## config.mk

```make
export PLATFORM = sky130hd
export DESIGN_NAME = i2c_rx_fifo
export DESIGN_NICKNAME = d
export VERILOG_FILES = /design/src/rtl/i2c_rx_fifo.sv
export SDC_FILE = /design/constraint.sdc
export NUM_CORES = 1
export LEC_CHECK = 0
export CAP_MARGIN = 25
export CORE_AREA = 2 2 114 127
export DETAILED_ROUTE_END_ITERATION = 8
export DIE_AREA = 0 0 116 129
export HOLD_SLACK_MARGIN = 0.08
export PLACE_DENSITY = 0.64
export SLEW_MARGIN = 15
export SYNTH_ARGS = -nofsm -noshare
export SYNTH_HDL_FRONTEND = slang
export SYNTH_SLANG_ARGS = --single-unit
```

## constraint.sdc

```tcl
create_clock -name clk -period 3.2 [get_ports clk]
set_input_delay 0.64 -clock clk [delete_from_list [all_inputs] [get_ports clk]]
set_output_delay 0.64 -clock clk [all_outputs]
set_load 0.02 [all_outputs]
```

## src/rtl/i2c_rx_fifo.sv

```systemverilog
// i2c_rx_fifo
//   Receive-side byte buffer behind the I2C master/slave receive path. Each rising edge of
//   rx_data_enable captures rx_data into a first-word-fall-through FIFO. The host reads the
//   FIFO over a valid/ready interface. Sticky flags record dropped bytes and bus errors.
//
// Parameters
//   ADDR_W          FIFO address width; depth = 2**ADDR_W (ADDR_W >= 1)
//
// Ports
//   clk             clock, rising edge
//   rst             synchronous active-high reset
//   rx_data         received byte (data_receive_master / data_receive_slave)
//   rx_data_enable  byte-valid level; one push per rising edge
//   rx_error        error level from the I2C block; rising edge sets err_flag
//   rd_data         byte at FIFO head, 8'h00 when empty
//   rd_valid        FIFO non-empty
//   rd_ready        host accepts rd_data when rd_valid & rd_ready
//   count           bytes stored, 0..2**ADDR_W
//   full, empty     FIFO status
//   overflow        sticky: a byte was dropped because the FIFO was full
//   err_flag        sticky: rising edge of rx_error seen
//   clr_flags       clears overflow and err_flag; a same-cycle set event wins
//
// Configuration
//   I2C_RX_ERR_FLUSH_EN  when defined, an rx_error rising edge also empties the FIFO and
//                        discards any push or pop in that cycle.

module i2c_rx_fifo #(
    parameter int unsigned ADDR_W = 4
) (
    input  logic              clk,
    input  logic              rst,
    input  logic [7:0]        rx_data,
    input  logic              rx_data_enable,
    input  logic              rx_error,
    output logic [7:0]        rd_data,
    output logic              rd_valid,
    input  logic              rd_ready,
    output logic [ADDR_W:0]   count,
    output logic              full,
    output logic              empty,
    output logic              overflow,
    output logic              err_flag,
    input  logic              clr_flags
);

    localparam int unsigned Depth = 2 ** ADDR_W;
    localparam logic [ADDR_W:0] FullCount = {1'b1, {ADDR_W{1'b0}}};

    logic [7:0]        mem_q [Depth];
    logic [ADDR_W-1:0] wr_ptr_q, wr_ptr_d;
    logic [ADDR_W-1:0] rd_ptr_q, rd_ptr_d;
    logic [ADDR_W:0]   count_q, count_d;
    logic              en_prev_q, err_prev_q;
    logic              overflow_q, overflow_d;
    logic              err_flag_q, err_flag_d;

    logic push, pop, err_rise, flush;
    logic do_push, do_pop, drop;

    assign push     = rx_data_enable & ~en_prev_q;
    assign err_rise = rx_error & ~err_prev_q;

`ifdef I2C_RX_ERR_FLUSH_EN
    assign flush = err_rise;
`else
    assign flush = 1'b0;
`endif

    assign full     = (count_q == FullCount);
    assign empty    = (count_q == '0);
    assign rd_valid = ~empty;
    assign count    = count_q;
    assign rd_data  = empty ? 8'h00 : mem_q[rd_ptr_q];
    assign overflow = overflow_q;
    assign err_flag = err_flag_q;

    assign pop = rd_valid & rd_ready;

    // A full FIFO still accepts a push when a pop frees a slot on the same edge.
    always_comb begin
        do_push = push & (~full | pop) & ~flush;
        do_pop  = pop & ~flush;
        drop    = push & full & ~pop & ~flush;
    end

    always_comb begin
        wr_ptr_d   = wr_ptr_q;
        rd_ptr_d   = rd_ptr_q;
        count_d    = count_q;
        overflow_d = overflow_q;
        err_flag_d = err_flag_q;

        if (do_push) begin
            wr_ptr_d = wr_ptr_q + 1'b1;
        end
        if (do_pop) begin
            rd_ptr_d = rd_ptr_q + 1'b1;
        end
        if (do_push && !do_pop) begin
            count_d = count_q + 1'b1;
        end else if (do_pop && !do_push) begin
            count_d = count_q - 1'b1;
        end

        if (flush) begin
            rd_ptr_d = wr_ptr_q;
            count_d  = '0;
        end

        // Clear first so a concurrent set event takes precedence.
        if (clr_flags) begin
            overflow_d = 1'b0;
            err_flag_d = 1'b0;
        end
        if (drop) begin
            overflow_d = 1'b1;
        end
        if (err_rise) begin
            err_flag_d = 1'b1;
        end
    end

    always_ff @(posedge clk) begin
        if (rst) begin
            wr_ptr_q   <= '0;
            rd_ptr_q   <= '0;
            count_q    <= '0;
            overflow_q <= 1'b0;
            err_flag_q <= 1'b0;
            // Start high so a level already asserted at reset release is not taken as an edge.
            en_prev_q  <= 1'b1;
            err_prev_q <= 1'b1;
        end else begin
            wr_ptr_q   <= wr_ptr_d;
            rd_ptr_q   <= rd_ptr_d;
            count_q    <= count_d;
            overflow_q <= overflow_d;
            err_flag_q <= err_flag_d;
            en_prev_q  <= rx_data_enable;
            err_prev_q <= rx_error;
        end
    end

    // Storage is not reset; only written entries are ever read.
    always_ff @(posedge clk) begin
        if (!rst && do_push) begin
            mem_q[wr_ptr_q] <= rx_data;
        end
    end

endmodule

```

==> qor.csv <==
metric,value,unit
Mean Syn Cell Area,17.9,um2
class of the most critical setup path,register to primary output,
number of ports placed on the die boundary,32,
HPWL after detailed placement,7090,um
fraction of final layout cells with drive strength greater than 1,22.3,%
number of cells in the design after placement,556,
worst-case headroom to the max-slew limit,57.2,%
vias post-DR,3069,
Comb pwr share,25.0,%
maximum buffer depth of the clock tree,2,
Setup crit start kind,register,
largest incremental delay on the critical path,0.67,ns
worst hold path type,register to register,
total clock sinks,149,
critical path depth,3,
cell area after placement,6660,um2
unrepaired setup endpoints after global routing,false,
period utilisation layout,94.3,%
"Reg clk slew, reported paths",0.06,ns
cells traversed along the worst timing path,"or4_4, nor2_4, clkdlybuf4s50_1",
share of synthesized area occupied by flip-flops and latches,71.1,%
worst setup slack before clock tree synthesis,0.114,ns
final clock skew,0.00819,ns
number of global-route vias before repair,3268,
drt first pass iters,6,
Initial Util,44.0,%
number of antenna violations at the first check in global routing,0,
most frequent cells after synthesis,"128 x sky130_fd_sc_hd__edfxtp_1, 32 x sky130_fd_sc_hd__mux4_2, 21 x sky130_fd_sc_hd__dfxtp_1",
area of combinational cells with multiple inputs,1620,um2
highest routed metal layer,met4,
horizontal die dimension,116,um
core area,13600,um2
sum of met3 wire segment lengths after detailed routing,362,um
"Max stage delay cell, worst path",sky130_fd_sc_hd__clkdlybuf4s50_1,
Post-Syn Nets,359,
pin count of the biggest net entering global routing,33,
total negative slack for setup checks,0,ns
clock group share of total power,34.6,%
Antenna Diode Count,0,
row count,45,
"number of standard cells in the layout, taps in and fillers out",587,
worst-path fanout max,10,
most frequently used flop master after synthesis,sky130_fd_sc_hd__edfxtp_1,
H-Tree Level Count,4,
CTS tree,built,
Post-synth EDFFs,128,
Port Buffer Count,31,
"Net count, final",411,
switching power share of the total,27.7,%
number of max-capacitance violations reported,0,
leakage power figure,2.35,nW
Clock Latency Late Sink,0.41,ns
remaining number of nets flagged by the antenna check after routing,0,
DRT met1 WL,5030,um
Worst R2R Path Depth,10,
most area-consuming cells after synthesis,"sky130_fd_sc_hd__edfxtp_1 64%, sky130_fd_sc_hd__mux4_2 12%, sky130_fd_sc_hd__dfxtp_1 7.0%",
Clk Tree Root Cell,sky130_fd_sc_hd__clkbuf_16,
cell with the most instances after synthesis,sky130_fd_sc_hd__edfxtp_1,
least setup slack across all paths after layout,0.184,ns
CP required,2.56,ns
number of DRC violations after detailed-routing iteration 0,220,
Peak Freq,332,MHz
cells after synthesis,335,
ratio of routed vias to standard cells,5.23,
Inserted Clock Buffers,17,
post-synth cell types,38,
P_int,4.00,mW
proportion of netlist area held by the largest area contributor,64.1,%
Filler Cells Inserted,1117,
transition time of the tightest slew-check pin,0.640,ns
switching power of the nets,1.53,mW
clock period minus final worst setup slack,3.02,ns
total area of sequential cells,4270,um2
Routed wire per std cell,19.0,um
kind of cell adding the most delay to the critical path,simple AND/OR/NAND/NOR gates,
count of state elements after synthesis,149,
number of stages on the worst hold path,2,
Crit. End Element,primary output,
total gr overflow,0,
Final Hold Vio Count,0,
arrival time at the worst endpoint,2.38,ns
Max rail drop VDD,0.467,mV
met2 wire len,5650,um
die height,129,um
all-layer global routing usage,16.4,%
post-synthesis instance area,6000,um2
final setup violation count,0,
layout overhead on the synthesized area,20.7,%
synth warn,0,
buffers plus inverters on the worst setup path,1,
routed wire length,11200,um
cell taking the most area after synthesis,sky130_fd_sc_hd__edfxtp_1,
Die ar.,15000,um2
number of remaining DRC errors,0,
result of the run,"complete, no violations",
final slew viol count,0,
final weighted congestion in routability-driven placement,0.725,
first-pass GRT wire length,17900,um
post-route cell area,7240,um2
fraction of registers with async set/reset,0,%
sequential share of power,40.4,%
pwr/cell area,764,nW/um2
-- cells by family (layout without fill, tap and decap cells) --
group | after synthesis | after routing | share of synthesized area, %
xor+xnor | 6 | 6 | 0.876
fa+ha+maj | 10 | 10 | 2.21
buf+inv | 30 | 94 | 2.25
mux | 44 | 44 | 14.0
compound gates | 32 | 32 | 3.94
simple gates | 64 | 64 | 5.61
flops | 149 | 149 | 71.1
-- power by group through the flow --
stage	registers, mW	clock network (mW)	logic, mW
floorplan	2.28	0	0.888
global placement	2.27	0	1.40
detailed placement	2.27	0	1.43
CTS	2.23	1.95	1.40
global route	2.24	2.04	1.51
finish	2.23	1.91	1.39
-- final cells by class --
class                   instances  share of cell area, %
flip-flops and latches        149                   58.9
multi-input cells             156                   22.4
repair buffers                 54                   7.10
clock buffers                  19                   5.98
well taps                     188                   3.25
clock inverters                12                   1.90
inverters                       9                  0.467
-- timing repair --
action,CTS,global route
hold buffers,0,0
buffers inserted,0,0
setup endpoints to repair,10,0
resized for setup,12,0
-- state kept, by name (all words and copies together) (netlist names), named ones only --
name,cells
rd_ptr_q,4
err_flag,1
wr_ptr_q,4
overflow,1
count,5
err_prev_q,1
mem_q,128
en_prev_q,1
-- per-stage QoR --
stage               util [%]  power, mW  hold WS, ns
floorplan                  -       3.17        0.485
global placement        48.9       3.67        0.488
detailed placement      48.9       3.69        0.505
CTS                     53.1       5.59        0.523
global route            53.1       5.79        0.556
finish                  53.1       5.53        0.520
-- worst paths after layout --
kind / slack, ns / startpoint / end
worst max register to register: 0.32 / count[0] / count[4]
worst max-delay path: 0.18 / count[0] / empty
worst min register to register: 0.52 / err_flag / err_flag
worst min-delay path: 0.52 / err_flag / err_flag
-- metal layers --
layer | GRT usage (%) | vias to the layer above
met2 | 27.0 | 48
met5 | 0 | -
met4 | 5.32 | 0
met1 | 21.0 | 1580
met3 | 5.04 | 10
li1 | - | 1431
-- tightest hold or removal path, cell delays in order (launching register included) --
cell                      delay, ns
sky130_fd_sc_hd__dfxtp_1       0.33
sky130_fd_sc_hd__a22oi_1       0.07
sky130_fd_sc_hd__nor2_1        0.08
-- placed cells by master (no fill, tap or decap), types with 2 or more instances in the layout --
| cell | netlist | routed |
|---|---|---|
| sky130_fd_sc_hd__edfxtp_1 | 128 | 128 |
| sky130_fd_sc_hd__mux4_2 | 32 | 32 |
| sky130_fd_sc_hd__clkdlybuf4s50_1 | 0 | 23 |
| sky130_fd_sc_hd__dfxtp_1 | 21 | 20 |
| sky130_fd_sc_hd__buf_4 | 1 | 19 |
| sky130_fd_sc_hd__nor2_1 | 18 | 18 |
| sky130_fd_sc_hd__clkbuf_16 | 0 | 17 |
| sky130_fd_sc_hd__a211oi_1 | 17 | 16 |
| sky130_fd_sc_hd__nor3_1 | 13 | 13 |
| sky130_fd_sc_hd__mux2i_1 | 11 | 11 |
| sky130_fd_sc_hd__inv_1 | 9 | 9 |
| sky130_fd_sc_hd__nor2b_1 | 9 | 9 |
| sky130_fd_sc_hd__ha_1 | 9 | 9 |
| sky130_fd_sc_hd__dlygate4sd2_1 | 0 | 8 |
| sky130_fd_sc_hd__nand2b_1 | 6 | 6 |
| sky130_fd_sc_hd__a21oi_1 | 5 | 5 |
| sky130_fd_sc_hd__clkinv_1 | 0 | 5 |
| sky130_fd_sc_hd__nor4_1 | 5 | 4 |
| sky130_fd_sc_hd__xor2_1 | 4 | 4 |
| sky130_fd_sc_hd__or3_1 | 3 | 3 |
| sky130_fd_sc_hd__bufinv_16 | 0 | 3 |
| sky130_fd_sc_hd__buf_12 | 0 | 3 |
| sky130_fd_sc_hd__nand2_1 | 2 | 2 |
| sky130_fd_sc_hd__xnor2_1 | 2 | 2 |
| sky130_fd_sc_hd__o211ai_1 | 2 | 2 |
| sky130_fd_sc_hd__o21ai_0 | 2 | 2 |
| sky130_fd_sc_hd__nand3_1 | 2 | 2 |
| sky130_fd_sc_hd__or2_2 | 2 | 2 |
| sky130_fd_sc_hd__a22oi_1 | 2 | 2 |
| sky130_fd_sc_hd__clkinvlp_4 | 0 | 2 |
| sky130_fd_sc_hd__clkbuf_1 | 7 | 2 |
Power figures use the tool's default switching activity.
==> RTL edit: new RTL, same flow settings <==
The option `I2C_RX_ERR_FLUSH_EN` is turned on by a define.
--- a/src/rtl/i2c_rx_fifo.sv
+++ b/src/rtl/i2c_rx_fifo.sv
@@ -24,6 +24,8 @@
 // Configuration
 //   I2C_RX_ERR_FLUSH_EN  when defined, an rx_error rising edge also empties the FIFO and
 //                        discards any push or pop in that cycle.
+
+`define I2C_RX_ERR_FLUSH_EN
 
 module i2c_rx_fifo #(
     parameter int unsigned ADDR_W = 4
Behaviour: not the same (Yosys sat finds a counterexample within 4 cycles, from zero or initial values and one cycle with rst high).
==> RTL edit against the unedited design <==
  * Worst setup slack got worse by 0.084 ns
  * Power increased by 4.1%
  * Sequential cell count did not move
  * Wire length increased by 6.1%
  * Fmax is 2.7% lower
  * Cell area is 3.0% higher
  * Synthesized area rose by 2.1%
  * Die area is the same
==> RTL edit: results (changes against the unedited design) <==
Run status
  – Status: completed

Synth
  – Synth Area in XOR/XNOR: 0.00715 (-0.00161)
  – Synth area leaders: edfxtp_1 (63%), mux4_2 (8.5%), dfxtp_1 (6.9%), mux4_1 (3.9%), a211oi_1 (2.3%)
  – Post-synthesis sequential area ratio: 0.696 (-0.0148)
  – Multiplexer share of the synthesized area: 0.143 (+0.00239)
  – Gate Count Post-Synth: 341 (+1.8%)
  – Post-synthesis compound-gate area fraction: 0.0419 (+0.00245)
  – Mapped Nets: 365 (+1.7%)
  – Yosys cell types: 40 (+5.3%)
  – Synth cell count leaders: edfxtp_1 (128), nor2_1 (26), mux4_2 (23), dfxtp_1 (21), a211oi_1 (19)

GRT
  – Global-route wire length before repair: 18300 µm (+2.5%)
  – Met3 Track Usage GR: 0.0532 (+0.00283)
  – Met1 Resource Use GR: 0.223 (+0.0140)

Routing
  – Vias: 3191 (+4.0%)
  – Drt wl/cell: 19.5 µm (+2.6%)
  – Routed met3 length: 493 µm (+36%)
  – Met1 wire length: 5140 µm (+2.3%)
  – DRT Pass-1 Iters: 4 (-2)
  – WL final: 11800 µm (+6.1%)

Final layout
  – Nets: 430 (+4.6%)
  – Share of post-route cells with drive strength above 1: 0.239 (+0.0156)
  – Finished Cell Area: 7460 µm² (+3.0%)
  – Filler Cells Inserted: 1087 (-2.7%)

STA
  – Worst hold margin: 0.479 ns (-0.0411 ns)
  – Clock Skews: 0.00496 ns (-0.00324 ns)
  – Fin crit period: 3.10 ns (+0.0836 ns)
  – Slew headroom: 0.471 (-0.102)

Placement
  – DP Area: 6810 µm² (+2.3%)
  – DP HPWL: 7780 µm (+9.6%)
  – DP Worst Slack: 0.0978 ns (-0.0166 ns)
  – Placed insts: 575 (+3.4%)
  – Gpl congestion: 0.787 (+8.6%)

Setup path
  – Critical R2R Capture: count[3]
  – Critical path's top delay family: buffers and inverters
  – Critical Path End: rd_data[0]
  – Worst Path Max Fanout: 19 (+9)
  – CP arrival: 2.46 ns (+0.08 ns)
  – Reg2Reg Setup Slack: 0.63 ns (+0.31 ns)
  – Slowest cell on crit path: mux4_1

Clock network
  – PostCTS Resize Cnt: 14 (+2)

Pwr
  – Leakage: 2.48 nW (+5.7%)

Hold path
  – Hold Path Sink: overflow
[RTL edit: changes by cell type after synthesis, sizes merged, moves of 3 or more]
cell / before / now
nand3: 2 / 11
nor4: 5 / 1
clkbuf: 8 / 2
a211oi: 17 / 20
nand2b: 6 / 9
nor2: 19 / 26
nor3: 13 / 4
buf: 13 / 17
[RTL edit: report_power, final]
group | leakage (nW) | internal [W] | switching, W
sequential | 1.32 | 0.00216 | 0.0000741
clock | 0.307 | 0.00137 | 0.000711
combinational | 0.849 | 0.000674 | 0.000773
total | 2.48 | 0.00420 | 0.00156
[RTL edit: area by class of cell]
class / instances / area share
Sequential cell: 149 / 0.572
Multi-Input combinational cell: 166 / 0.230
Timing Repair Buffer: 65 / 0.0800
Clock buffer: 19 / 0.0580
Tap cell: 188 / 0.0315
Clock inverter: 13 / 0.0250
Inverter: 7 / 0.00403
